## src/rtl/ysyx_22050598_ifu.sv

```systemverilog
// Instruction fetch unit: owns the PC, fetches one 32-bit word per request and
// holds {pc, inst} in a single-entry buffer until decode consumes it.
module ysyx_22050598_ifu #(
  parameter logic [63:0] RESET_PC = 64'h0000_0000_8000_0000
) (
  input  logic        clk,
  input  logic        rst,
  output logic        imem_req_valid,
  input  logic        imem_req_ready,
  output logic [63:0] imem_req_addr,
  input  logic        imem_resp_valid,
  input  logic [31:0] imem_resp_data,
  output logic        if_valid,
  input  logic        if_ready,
  output logic [63:0] if_pc,
  output logic [31:0] if_inst,
  input  logic        redir_valid,
  input  logic [63:0] redir_pc,
  input  logic        halt,
  output logic        halted
);

  // Valid/ready: a transfer happens on a rising edge where both valid and
  // ready are high; valid never depends combinationally on ready.
  typedef enum logic [1:0] {
    S_REQ    = 2'd0,
    S_WAIT   = 2'd1,
    S_HOLD   = 2'd2,
    S_HALTED = 2'd3
  } state_e;

  state_e      state_q, state_d;
  logic [63:0] pc_q, pc_d;
  logic [63:0] buf_pc_q, buf_pc_d;
  logic [31:0] buf_inst_q, buf_inst_d;
  logic        drop_q, drop_d;
  logic [63:0] redir_tgt;

  assign redir_tgt = {redir_pc[63:2], 2'b00};

  always_ff @(posedge clk or posedge rst) begin
    if (rst) begin
      state_q    <= S_REQ;
      pc_q       <= RESET_PC;
      buf_pc_q   <= 64'h0;
      buf_inst_q <= 32'h0000_0013;
      drop_q     <= 1'b0;
    end else begin
      state_q    <= state_d;
      pc_q       <= pc_d;
      buf_pc_q   <= buf_pc_d;
      buf_inst_q <= buf_inst_d;
      drop_q     <= drop_d;
    end
  end

  always_comb begin
    state_d    = state_q;
    pc_d       = pc_q;
    buf_pc_d   = buf_pc_q;
    buf_inst_d = buf_inst_q;
    drop_d     = drop_q;
    if (halt) begin
      // A handshake in the same cycle as halt still retires the buffer.
      state_d = S_HALTED;
      drop_d  = 1'b0;
      if (state_q == S_HOLD && if_ready) pc_d = pc_q + 64'd4;
    end else begin
      case (state_q)
        S_REQ: begin
          if (redir_valid) begin
            pc_d = redir_tgt;
            if (imem_req_ready) begin
              drop_d  = 1'b1;
              state_d = S_WAIT;
            end
          end else if (imem_req_ready) begin
            state_d = S_WAIT;
          end
        end
        S_WAIT: begin
          if (redir_valid) begin
            pc_d = redir_tgt;
            if (imem_resp_valid) begin
              drop_d  = 1'b0;
              state_d = S_REQ;
            end else begin
              drop_d = 1'b1;
            end
          end else if (imem_resp_valid) begin
            if (drop_q) begin
              drop_d  = 1'b0;
              state_d = S_REQ;
            end else begin
              buf_pc_d   = pc_q;
              buf_inst_d = imem_resp_data;
              state_d    = S_HOLD;
            end
          end
        end
        S_HOLD: begin
          if (redir_valid) begin
            pc_d    = redir_tgt;
            state_d = S_REQ;
          end else if (if_ready) begin
            pc_d    = pc_q + 64'd4;
            state_d = S_REQ;
          end
        end
        default: begin
          // Any late response is simply ignored here.
          drop_d  = 1'b0;
          state_d = S_HALTED;
        end
      endcase
    end
  end

  always_comb begin
    imem_req_valid = (state_q == S_REQ);
    imem_req_addr  = pc_q;
    if_valid       = (state_q == S_HOLD);
    halted         = (state_q == S_HALTED);
    if_pc          = buf_pc_q;
    if_inst        = buf_inst_q;
  end

endmodule
```

## config.mk

```make
export PLATFORM = sky130hd
export DESIGN_NAME = ysyx_22050598_ifu
export DESIGN_NICKNAME = d
export VERILOG_FILES = /design/src/rtl/ysyx_22050598_ifu.sv
export SDC_FILE = /design/constraint.sdc
export NUM_CORES = 1
export LEC_CHECK = 0
export BUFFER_PORTS_ARGS = -buffer_cell sky130_fd_sc_hd__clkbuf_2
export CORE_MARGIN = 1.5
export CORE_UTILIZATION = 45
export CTS_CLUSTER_SIZE = 8
export DETAILED_ROUTE_END_ITERATION = 6
export MAX_ROUTING_LAYER = met4
export PLACE_DENSITY = 0.76
export REMOVE_ABC_BUFFERS = 1
export SETUP_SLACK_MARGIN = 0.3
export SLEW_MARGIN = 0
export SYNTH_ARGS = -nofsm -noshare
export SYNTH_HDL_FRONTEND = slang
export SYNTH_SLANG_ARGS = --single-unit
```

## constraint.sdc

```tcl
create_clock -name clk -period 5.58 [get_ports clk]
set_clock_uncertainty 0.2 [all_clocks]
set_input_delay 1.395 -clock clk [delete_from_list [all_inputs] [get_ports clk]]
set_output_delay 1.395 -clock clk [all_outputs]
set_load 0.005 [all_outputs]
```

=== After elaboration in Yosys (flattened, before gate mapping) ===
Index checks and enable logic that the tools add are counted.
W data, S select, Z words.

* Add/subtract/negate cells: 1
* Equality and inequality tests: 11
* Muxes and demuxes: 22
* Bitwise gates (word level): 3
* Reductions and logical operators: 8

{| class="wikitable"
|+ Operators with widths
! kind !! count
|-
| $mux W64 || 5
|-
| $pmux W64 S2 || 1
|-
| $add A64 B3 Y64 const B || 1
|-
| $mux W2 || 8
|-
| $ne A3 B1 Y1 const B || 3
|-
| $reduce_and A4 Y1 || 2
|-
| $mux W1 || 6
|-
| $pmux W2 S3 || 1
|-
| $reduce_and A5 Y1 || 1
|-
| $eq A2 B2 Y1 const B || 2
|-
| $ne A2 B1 Y1 const B || 2
|-
| $ne A4 B1 Y1 const B || 1
|-
| $ne A4 B4 Y1 const B || 1
|-
| $ne A3 B3 Y1 const B || 1
|-
| $not A1 Y1 || 3
|-
| $pmux W1 S3 || 1
|-
| $reduce_and A3 Y1 || 1
|-
| $reduce_bool A3 Y1 || 1
|-
| $eq A2 B1 Y1 const B || 1
|-
| $logic_not A2 Y1 || 1
|-
| $reduce_or A2 Y1 || 1
|-
| $logic_and A1 B1 Y1 || 1
|}

* Register bits after elaboration: 163
* Input port bits: 103
* Output and inout bits: 163
* Logic and storage cells: 50

=== Logic depth before layout (Yosys ltp) ===
Gate-level depths: netlist of the first run.

* Depth in word-level cells: 5
* Mapped depth: 10
* Mapped depth without buffers: 8

=== Least setup slack after synthesis of the first run ===
No wires, ideal clock.

* Path kind: input to register
* From: input port halt
* To: register buf_pc_q[36] (netlist: if_pc[36])
* Setup time: 0.125 ns
* Arrival time: 2.920 ns
* Data required time: 5.255 ns
* Path slack: 2.336 ns
* Stages: 5
* Buffers on the path: 3
* Cells stage by stage: clkbuf_1 > nand4b_1 > clkbuf_1 > buf_1 > mux2_2

* Cells in the longest elaborated chain, start to end: 2

{| class="wikitable"
|+ Ends and longest elaborated chain
! what !! RTL line !! text
|-
| from (decl) || 19 || <nowiki>input logic halt,</nowiki>
|-
| $not A1 Y1 (no source line) || - ||
|-
| $reduce_and A5 Y1 (no source line) || - ||
|-
| to (signal assigned) || 51 || <nowiki>buf_pc_q <= buf_pc_d;</nowiki>
|-
| to (decl) || 34 || <nowiki>logic [63:0] buf_pc_q, buf_pc_d;</nowiki>
|}

Every way passes these cells.
A chain may end at the register's enable or synchronous reset.

=== Worst setup path in the final report of the first run ===
* From: input port redir_valid
* To: register pc_q[57] (netlist: imem_req_addr[57])

* Cells in the longest elaborated chain, start to end: 3
* Elaborated cells on any way between the ends: 6
* Those cells by class: 2 x eq/ne; 3 x mux; 1 x reduce/logical

{| class="wikitable"
|+ Ends and longest elaborated chain
! what !! RTL line !! text
|-
| from (decl) || 17 || <nowiki>input logic redir_valid,</nowiki>
|-
| $mux W64 || 102 || <nowiki>if (redir_valid) begin</nowiki>
|-
| $pmux W64 S2 || 69 || <nowiki>case (state_q)</nowiki>
|-
| $mux W64 || 63 || <nowiki>if (halt) begin</nowiki>
|-
| to (signal assigned) || 50 || <nowiki>pc_q <= pc_d;</nowiki>
|-
| to (decl) || 33 || <nowiki>logic [63:0] pc_q, pc_d;</nowiki>
|}

Parallel ways exist; a longest one is shown, timed or not.

==> results of run 1 <==
## worst register-to-register path: stages (launching register included)
cell and delay [ns]:
dfrtp_1 0.40, inv_1 0.10, ha_1 0.32, a21o_4 0.39, a21oi_4 0.71, nand2_1 0.37, or3_1 0.44, o311ai_0 0.29
## state kept, by name (all words and copies together), names as in the netlist
name           cells
drop_q             1
if_inst           32
if_pc             62
imem_req_addr     62
state_q            2
## cell families (layout without fill, tap and decap cells)
family	after synthesis	after routing	synth area share, %
simple gates	239	239	16.3
flops	159	159	50.6
other cells	1	4	0.0477
compound gates	191	191	15.3
fa+ha+maj	6	6	0.954
mux	93	93	13.3
buf+inv	66	315	3.55
## synth_stat cells (2+ instances only)
cell	n	share of area, %
or4_1	3	0.29
clkbuf_2	3	0.19
nor3_4	2	0.41
nand3b_1	2	0.19
or3_1	9	0.72
o311ai_0	3	0.33
nand4_1	22	1.7
and3_1	17	1.4
dfrtp_1	155	49
and4_1	5	0.56
buf_4	4	0.38
o211ai_1	4	0.38
nand4b_1	2	0.22
nor3_2	2	0.25
o32ai_1	2	0.22
a31o_2	2	0.22
a21oi_1	66	4.2
o22a_1	8	0.89
a2bb2oi_1	8	0.89
nor4_1	2	0.16
mux2_2	90	13
nand3_1	32	2.0
and2_1	7	0.56
a311oi_1	2	0.22
nand2_1	57	2.7
buf_1	5	0.24
a21o_1	3	0.29
o22ai_1	12	0.95
dfstp_2	4	1.3
o21ai_0	37	2.4
nand2b_1	3	0.24
a211oi_1	9	0.86
clkbuf_1	36	1.7
o32a_1	3	0.38
nor2_1	46	2.2
a31oi_1	12	0.95
mux2i_1	3	0.38
buf_2	4	0.25
a41oi_1	5	0.56
a22oi_1	6	0.57
inv_1	13	0.62
nor3b_1	2	0.19
nor3_1	17	1.1
ha_1	6	0.95
## final cells by class
cell class | instances | area (um^2) | share of cell area (%)
clock buffer | 17 | 425 | 4.29
clock inverter | 15 | 139 | 1.40
inverter | 13 | 53.8 | 0.543
multi-input combinational | 533 | 3640 | 36.8
sequential | 159 | 3980 | 40.2
tap | 225 | 282 | 2.84
timing repair buffer | 270 | 1380 | 13.9
## power by group through the flow
stage,sequential (mW),combinational [mW],clock (mW)
after global routing,2.18,1.87,1.20
final,2.11,1.68,1.14
after global placement,2.10,1.64,0
after CTS,2.11,1.69,1.16
after detailed placement,2.13,1.69,0
after floorplan,2.04,0.924,0
## worst paths after layout
kind,slack [ns],start,cells after the start,to
max,1.94,redir_valid,7,imem_req_addr[57]
min,0.28,if_pc[20],2,if_pc[20]
max reg2reg,2.26,state_q[0],7,imem_req_addr[57]
min reg2reg,0.28,if_pc[20],2,if_pc[20]
max in group asynchronous,3.23,rst,3,if_inst[0]
min in group asynchronous,0.95,rst,2,if_inst[14]
## layer usage
metal,part of all wire [%],vias up
met5,0,-
met4,1.6,0
met3,6.4,32
met2,49,274
met1,43,3451
li1,-,3282
==> metrics.md, run 1 <==
| Metric | Value |
|---|---|
| Run status | `finished clean` |
| Yosys reg bits | `159` |
| Most frequent cells in the layout | `259 x clkbuf_2, 155 x dfrtp_1, 90 x mux2_2` |
| Yosys warns | `0` |
| Via density | `5.71` |
| Final Max Tran Viols | `0` |
| EDFF count, synth | `0` |
| Vias in the first global route | `6667` |
| Worst Path Arrival | `3.75 ns` |
| Nets | `1103` |
| Fin area | `9910 um^2` |
| Leakage | `4.86 nW` |
| Postcts setup bufs | `0` |
| Worst setup margin | `1.94 ns` |
| Filler cells | `1536` |
| Sequential power share | `42.8%` |
| Kind of critical path | `input port to flip-flop` |
| Slew @ Worst Pin | `1.12 ns` |
| Worst EP required | `5.69 ns` |
| Final hold vios | `0` |
| # diodes | `0` |
| Die Height | `135 um` |
| Asr flop ratio synth | `100%` |
| CTS tree | `built` |
| Num CTS Buffers | `17` |
| CTS clk-pin slew, worst paths | `0.07 ns` |
| Crit Path Max Fanout | `37` |
| Met1 Usage GRT | `31.6%` |
| Initial DRC Count | `514` |
| Final setup vio count | `0` |
| Normalized max-slew margin | `24.8%` |
| Die ar. | `18300 um^2` |
| Post-synthesis cell area | `7870 um^2` |
| CP Capture Type | `flip-flop` |
| Cell variety after synth | `64` |
| CTS hold repair buffers | `0` |
| Crit path max-delay family | `compound AO/OA/AOI/OAI gates` |
| WL/cell | `18.0 um` |
| Pwr Density | `497 nW/um^2` |
| Top Usage Layer GRT | `met2` |
| Skew-Pair Late Insertion Delay | `0.43 ns` |
| Seq/Total Area, Yosys | `50.6%` |
| Total global routing overflow | `0` |
| First-pass GRT wire length | `34400 um` |
| CP Buf/Inv Count | `2` |
| Initial Util | `45.8%` |
| Maximum vdd drop | `0.258 mV` |
| Setup TNS | `0 ns` |
| Final worst path period need | `3.64 ns` |
| Tot Pwr | `4.93 mW` |
| # resized after CTS | `0` |
| Root Driver | `clkbuf_16` |
| Post-Syn Instances | `755` |
| Internal | `3.02 mW` |
| DR vias | `7039` |
| Post-route ant nets | `0` |
| Syn avg cell area | `10.4 um^2` |
| Worst Setup Start Kind | `input port` |
| Final estimated routing congestion in global placement | `0.849` |
| Clk buf depth | `2` |
| PortBufs | `259` |
| Die span in x | `135 um` |
| Fmax | `274 MHz` |
| DP Area | `9340 um^2` |
| Final Cycle Share | `65.3%` |
| HP Class | `flip-flop to flip-flop` |
| Clock sink count | `159` |
| Leading cell type in the layout, fill and taps excluded | `clkbuf_2` |
| Clock power frac | `23.1%` |
| DRT Pass-1 Iters | `5` |
| Crit-path cells | `clkbuf_2 -> inv_1 -> a21o_4 -> a21oi_4 -> nand2_1 -> or3_1 -> o311ai_0` |
| Fin util | `57.7%` |
| Combinational share of power | `34.1%` |
| Setup slack at placement | `1.52 ns` |
| Max-Cap Viols | `0` |
| Crit path max-delay cell type | `a21oi_4` |
| Sw Share | `38.6%` |
| Total track usage | `24.7%` |
| Ys flop type | `dfrtp_1` |
| H-tree Lvls | `4` |
| Post-Place Cells | `1200` |
| Share of layout cells above drive strength 1 | `41.0%` |
| RSZ-0062 raised after global routing | `false` |
| FP Rows | `48` |
| DPL Wire Length | `15500 um` |
| Largest net degree at the start of global routing | `97` |
| Max stage delay on crit path | `0.70 ns` |
| DR DRC count | `0` |
| GRT met3 Usage | `4.41%` |
| Ports | `266` |
| Area grow syn2layout | `25.9%` |
| Final cell count without fillers | `1232` |
| Psw | `1.90 mW` |
| M2 GR Usage | `39.6%` |
| WL final | `22100 um` |
| Hold_ws | `0.285 ns` |
| Antenna violations before repair | `0` |
| Core Region | `17200 um^2` |
(Power assumes the default switching activity.)
==> run 2: changes to the inputs <==
- PLACE_DENSITY: 0.76 -> 0.73
- clock period: 5.58 -> 3.5 ns (I/O delays scaled with it)
==> metrics.md, run 2 (synthesis results as in run 1) <==
| Metric | Value |
|---|---|
| Final Cycle Share | `81.1%` |
| Die Height | `135 um (unchanged)` |
| Total track usage | `25.5% (was 24.7%)` |
| Hold Path Origin | `if_pc[20] (unchanged)` |
| Worst R2R End | `imem_req_addr[49] (was imem_req_addr[57])` |
| Worst Path Arrival | `3.00 ns (was 3.75 ns)` |
| Hold Path End | `if_pc[20] (unchanged)` |
| Skew-Pair Late Insertion Delay | `0.42 ns (was 0.43 ns)` |
| Kind of critical path | `flip-flop to flip-flop (was input port to flip-flop)` |
| Final estimated routing congestion in global placement | `0.870 (was 0.849)` |
| H-tree Lvls | `4 (unchanged)` |
| Normalized max-slew margin | `43.8% (was 24.8%)` |
| Final worst path period need | `2.84 ns` |
| Core Region | `17200 um^2 (unchanged)` |
| Setup TNS | `0 ns (unchanged)` |
| Final hold vios | `0 (unchanged)` |
| Tot Pwr | `7.94 mW (was 4.93 mW)` |
| Fin area | `10000 um^2 (was 9910 um^2)` |
| Crit-path cells | `nand3_2 -> or3_1 -> nor3_4 -> nand2_4 -> or4_1 -> nand3_1 (was clkbuf_2 -> inv_1 -> a21o_4 -> a21oi_4 -> nand2_1 -> or3_1 -> o311ai_0)` |
| CTS clk-pin slew, worst paths | `0.07 ns (about the same)` |
| Crit Path Max Fanout | `13 (was 37)` |
| Most frequent cells in the layout | `259 x clkbuf_2, 155 x dfrtp_1, 90 x mux2_2 (unchanged)` |
| Num CTS Buffers | `17 (unchanged)` |
| Clock sink count | `159 (unchanged)` |
| Largest net degree at the start of global routing | `74 (was 97)` |
| PortBufs | `259 (unchanged)` |
| DPL Wire Length | `16000 um (was 15500 um)` |
| Leading cell type in the layout, fill and taps excluded | `clkbuf_2 (unchanged)` |
| Initial Util | `45.8% (unchanged)` |
| Initial DRC Count | `473 (was 514)` |
| Max-Cap Viols | `0 (unchanged)` |
| # resized after CTS | `0 (unchanged)` |
| HP Class | `flip-flop to flip-flop (unchanged)` |
| Clk buf depth | `2 (unchanged)` |
| Leakage | `4.92 nW (was 4.86 nW)` |
| R2r setup slk | `0.66 ns (was 2.26 ns)` |
| FP Rows | `48 (unchanged)` |
| Crit path max-delay cell type | `or3_1 (was a21oi_4)` |
| Ports | `266 (unchanged)` |
| Maximum vdd drop | `0.364 mV (was 0.258 mV)` |
| DP Area | `9430 um^2 (was 9340 um^2)` |
| Slew @ Worst Pin | `0.837 ns (was 1.12 ns)` |
| Die span in x | `135 um (unchanged)` |
| Post-Place Cells | `1207 (was 1200)` |
| Run status | `finished clean (unchanged)` |
| WL/cell | `18.2 um (was 18.0 um)` |
| Area grow syn2layout | `27.3% (was 25.9%)` |
| Worst EP required | `3.66 ns (was 5.69 ns)` |
| Max stage delay on crit path | `0.66 ns (was 0.70 ns)` |
| Fin util | `58.3% (was 57.7%)` |
| Pwr Density | `792 nW/um^2 (was 497 nW/um^2)` |
| DR vias | `7084 (was 7039)` |
| CTS tree | `built (unchanged)` |
| Final setup vio count | `0 (unchanged)` |
| Post-route ant nets | `0 (unchanged)` |
| First-pass GRT wire length | `35600 um (was 34400 um)` |
| CTS hold repair buffers | `0 (unchanged)` |
| Hold Path Depth | `2 (unchanged)` |
| Nets | `1110 (was 1103)` |
| Vias in the first global route | `6870 (was 6667)` |
| DRT Pass-1 Iters | `5 (unchanged)` |
| Fmax | `352 MHz` |
| DR DRC count | `0 (unchanged)` |
| Antenna violations before repair | `0 (unchanged)` |
| Total global routing overflow | `0 (unchanged)` |
| Final Max Tran Viols | `0 (unchanged)` |
| Worst r2r path cells | `6 (was 7)` |
| Postcts setup bufs | `0 (unchanged)` |
| RSZ-0062 raised after global routing | `false (unchanged)` |
| R2r startpoint | `imem_req_addr[4] (was state_q[0])` |
| Worst Setup Start Kind | `flip-flop (was input port)` |
| WL final | `22500 um (was 22100 um)` |
| Final cell count without fillers | `1239 (was 1232)` |
| Share of layout cells above drive strength 1 | `41.3% (was 41.0%)` |
| CP Capture Type | `flip-flop (unchanged)` |
| Via density | `5.72 (was 5.71)` |
| # diodes | `0 (unchanged)` |
| Root Driver | `clkbuf_16 (unchanged)` |
| Die ar. | `18300 um^2 (unchanged)` |
==> run 2: cell types whose count changed in the layout (fill, tap and decap cells not counted), sizes merged <==
cell / change
clkinvlp: +1
clkbuf: +1
clkinv: +3
inv: -7
bufinv: +2
buf: +7
==> run 2: worst max-delay path by stage <==
stage | startpoint | slack (ns) | endpoint | depth (start not counted)
2_1_floorplan | rst | -1.86 | drop_q | 1
3_3_place_gp | redir_valid | 0.58 | imem_req_addr[35] | 8
3_5_place_dp | redir_valid | 0.55 | imem_req_addr[35] | 8
4_1_cts | imem_req_addr[4] | 0.68 | imem_req_addr[49] | 6
5_1_grt | imem_req_addr[4] | 0.49 | imem_req_addr[49] | 6
6_report | imem_req_addr[4] | 0.66 | imem_req_addr[49] | 6
==> run 2: through the flow <==
stage | setup slack (ns) | hold slack, ns
global placement | 0.583 | 0.262
global route | 0.493 | 0.318
CTS | 0.679 | 0.286
detailed placement | 0.551 | 0.272
floorplan | -1.86 | 0.273
finish | 0.661 | 0.285
==> run 2: where the power goes <==
group	leakage (nW)	switching, mW	internal (mW)	total, mW
registers	1.96	0.814	2.56	3.38
logic	2.67	1.38	1.32	2.70
clock network	0.282	0.794	1.06	1.86
==> run 2: per-layer routing <==
metal	vias up	part of all wire, %	track usage, %
met5	-	0	-
met4	0	2.1	9.26
met3	38	6.9	4.38
met2	300	48	40.7
met1	3435	43	32.8
li1	3311	-	-
==> run 2: layout make-up <==
type                            count  area [um^2]
Sequential cell                   159         3980
Fill cell                        1513         7160
Clock buffer                       18          429
Tap cell                          225          282
Timing Repair Buffer              277         1470
Clock inverter                     14          155
Multi-Input combinational cell    533         3640
Inverter                           13         53.8
==> run 2: critical path: cells and delay by family, from the launching register on <==
family / cells / cell delay, ns
and+or+nand+nor: 6 / 2.08
DFF: 1 / 0.50
==> run 3: changes to the inputs <==
- clock period: 3.5 -> 2.66 ns (I/O delays scaled with it)
==> metrics.md, run 3 (synthesis results as in run 1) <==
| Metric | Value |
|---|---|
| Antenna violations before repair | `1 (was 0)` |
| Max stage delay on crit path | `0.50 ns (was 0.66 ns)` |
| Largest net degree at the start of global routing | `58 (was 74)` |
| FP Rows | `48 (unchanged)` |
| Final Cycle Share | `90.1% (was 81.1%)` |
| Final hold vios | `0 (unchanged)` |
| Crit path max-delay family | `simple AND/OR/NAND/NOR gates (unchanged)` |
| Worst Path Arrival | `2.51 ns (was 3.00 ns)` |
| HP Class | `input port to asynchronous set/reset pin (was flip-flop to flip-flop)` |
| Worst R2R End | `imem_req_addr[38] (was imem_req_addr[49])` |
| Crit path max-delay cell type | `or4_1 (was or3_1)` |
| Die ar. | `18300 um^2 (unchanged)` |
| Share of layout cells above drive strength 1 | `48.2% (was 41.3%)` |
| Via density | `5.65 (was 5.72)` |
| Final Max Tran Viols | `0 (unchanged)` |
| Crit path to | `imem_req_addr[38] (was imem_req_addr[49])` |
| Initial DRC Count | `427 (was 473)` |
| Post-route ant nets | `0 (unchanged)` |
| Final estimated routing congestion in global placement | `0.901 (was 0.870)` |
| Area grow syn2layout | `38.4% (was 27.3%)` |
| Slew @ Worst Pin | `0.568 ns (was 0.837 ns)` |
| Clk buf depth | `2 (unchanged)` |
| Skew-Pair Late Insertion Delay | `0.43 ns (was 0.42 ns)` |
| WL final | `23400 um (was 22500 um)` |
| Critical Path Start | `imem_req_addr[2] (was imem_req_addr[4])` |
| H-tree Lvls | `4 (unchanged)` |
| Root Driver | `clkbuf_16 (unchanged)` |
| DPL Wire Length | `16600 um (was 16000 um)` |
| PortBufs | `259 (unchanged)` |
| Num CTS Buffers | `17 (unchanged)` |
| Total track usage | `26.1% (was 25.5%)` |
| Core Region | `17200 um^2 (unchanged)` |
| Total global routing overflow | `0 (unchanged)` |
| Crit Path Max Fanout | `4 (was 13)` |
| Clock sink count | `159 (unchanged)` |
| Nets | `1177 (was 1110)` |
| R2r startpoint | `imem_req_addr[2] (was imem_req_addr[4])` |
| Crit-path cells | `ha_4 -> nand4_1 -> nor2_4 -> nand4_1 -> or4_1 -> o22a_1 -> o22a_1 (was nand3_2 -> or3_1 -> nor3_4 -> nand2_4 -> or4_1 -> nand3_1)` |
| CTS hold repair buffers | `0 (unchanged)` |
| Worst r2r path cells | `7 (was 6)` |
| Crit path depth | `7 (was 6)` |
| Fmax | `417 MHz (was 352 MHz)` |
| Worst setup margin | `0.262 ns (was 0.661 ns)` |
| Most frequent cells in the layout | `259 x clkbuf_2, 150 x dfrtp_1, 90 x mux2_2 (was 259 x clkbuf_2, 155 x dfrtp_1, 90 x mux2_2)` |
| Worst Setup Start Kind | `flip-flop (unchanged)` |
| Ports | `266 (unchanged)` |
| Final cell count without fillers | `1307 (was 1239)` |
| CTS tree | `built (unchanged)` |
| DRT Pass-1 Iters | `5 (unchanged)` |
| Final worst path period need | `2.40 ns (was 2.84 ns)` |
| CP Buf/Inv Count | `0 (unchanged)` |
| CP Capture Type | `flip-flop (unchanged)` |
| DR vias | `7383 (was 7084)` |
| Max-Cap Viols | `0 (unchanged)` |
| Worst EP required | `2.77 ns (was 3.66 ns)` |
| First-pass GRT wire length | `36100 um (was 35600 um)` |
| Pwr Density | `1060 nW/um^2 (was 792 nW/um^2)` |
| Filler cells | `1412 (was 1513)` |
| Initial Util | `45.8% (unchanged)` |
| Post-Place Cells | `1248 (was 1207)` |
| Kind of critical path | `flip-flop to flip-flop (unchanged)` |
| WL/cell | `17.9 um (was 18.2 um)` |
| Setup slack at placement | `0.0874 ns (was 0.551 ns)` |
| RSZ-0062 raised after global routing | `true (was false)` |
| Run status | `finished clean (unchanged)` |
| CTS clk-pin slew, worst paths | `0.07 ns (about the same)` |
| Normalized max-slew margin | `62.1% (was 43.8%)` |
| Leakage | `5.37 nW (was 4.92 nW)` |
| Leading cell type in the layout, fill and taps excluded | `clkbuf_2 (unchanged)` |
| DR DRC count | `0 (unchanged)` |
| Maximum vdd drop | `0.507 mV (was 0.364 mV)` |
| Final setup vio count | `0 (unchanged)` |
| Vias in the first global route | `6936 (was 6870)` |
| Die span in x | `135 um (unchanged)` |
| Die Height | `135 um (unchanged)` |
| R2r setup slk | `0.26 ns (was 0.66 ns)` |
==> run 3: how the worst min path moves through the flow <==
stage	slack, ns	startpoint	end	cells past startpoint
final	0.09	rst	if_inst[25]	2
after global routing	0.14	rst	if_inst[25]	2
after CTS	0.11	rst	if_inst[25]	2
after detailed placement	0.28	if_pc[7]	if_pc[7]	2
after global placement	0.26	if_pc[53]	if_pc[53]	2
after floorplan	0.27	if_pc[20]	if_pc[20]	2
==> run 3: layout make-up <==
cell class / count / area [um^2] / share of cell area [%]
Tap cell: 225 / 282 / 2.58
Antenna cell: 1 / 2.50 / 0.0230
Timing Repair Buffer: 344 / 2060 / 18.9
Sequential cell: 159 / 3990 / 36.6
Clock buffer: 18 / 439 / 4.03
Multi-Input combinational cell: 533 / 3810 / 35.0
Inverter: 13 / 56.3 / 0.517
Clock inverter: 14 / 250 / 2.30
==> run 3: routing by layer <==
metal	up-vias	track usage [%]	share of wire (%)	wire length [um]
met4	0	7.35	1.8	414
met3	31	4.98	7.0	1630
li1	3442	-	-	-
met2	311	42.7	49	11600
met1	3599	33.3	42	9820
met5	-	-	0	0
==> run 3: repair_timing <==
action	in CTS	in global routing
gates cloned	1	0
buffers inserted	14	11
resized for setup	17	37
pin swaps	3	20
endpoints found under the setup margin	39	43
==> run 3: metrics by stage <==
| stage | hold slack, ns | TNS (ns) | total power [mW] | cell area (um^2) | util (%) |
|---|---|---|---|---|---|
| final | 0.0915 | 0 | 11.6 | 10900 | 63.4 |
| after global routing | 0.139 | 0 | 12.3 | 10900 | 63.4 |
| after CTS | 0.105 | 0 | 11.4 | 10700 | 62.1 |
| after detailed placement | 0.280 | 0 | 8.36 | 9790 | 57.0 |
| after global placement | 0.261 | 0 | 8.23 | 9790 | 57.0 |
| after floorplan | 0.273 | -698.71 | 6.22 | 7650 | - |
==> run 3: power by group <==
| group | total, mW | internal (mW) | leakage, nW | switching [mW] |
|---|---|---|---|---|
| Sequential | 4.21 | 3.38 | 1.96 | 0.832 |
| Combinational | 4.49 | 2.23 | 3.07 | 2.25 |
| Clock | 2.86 | 1.81 | 0.335 | 1.05 |
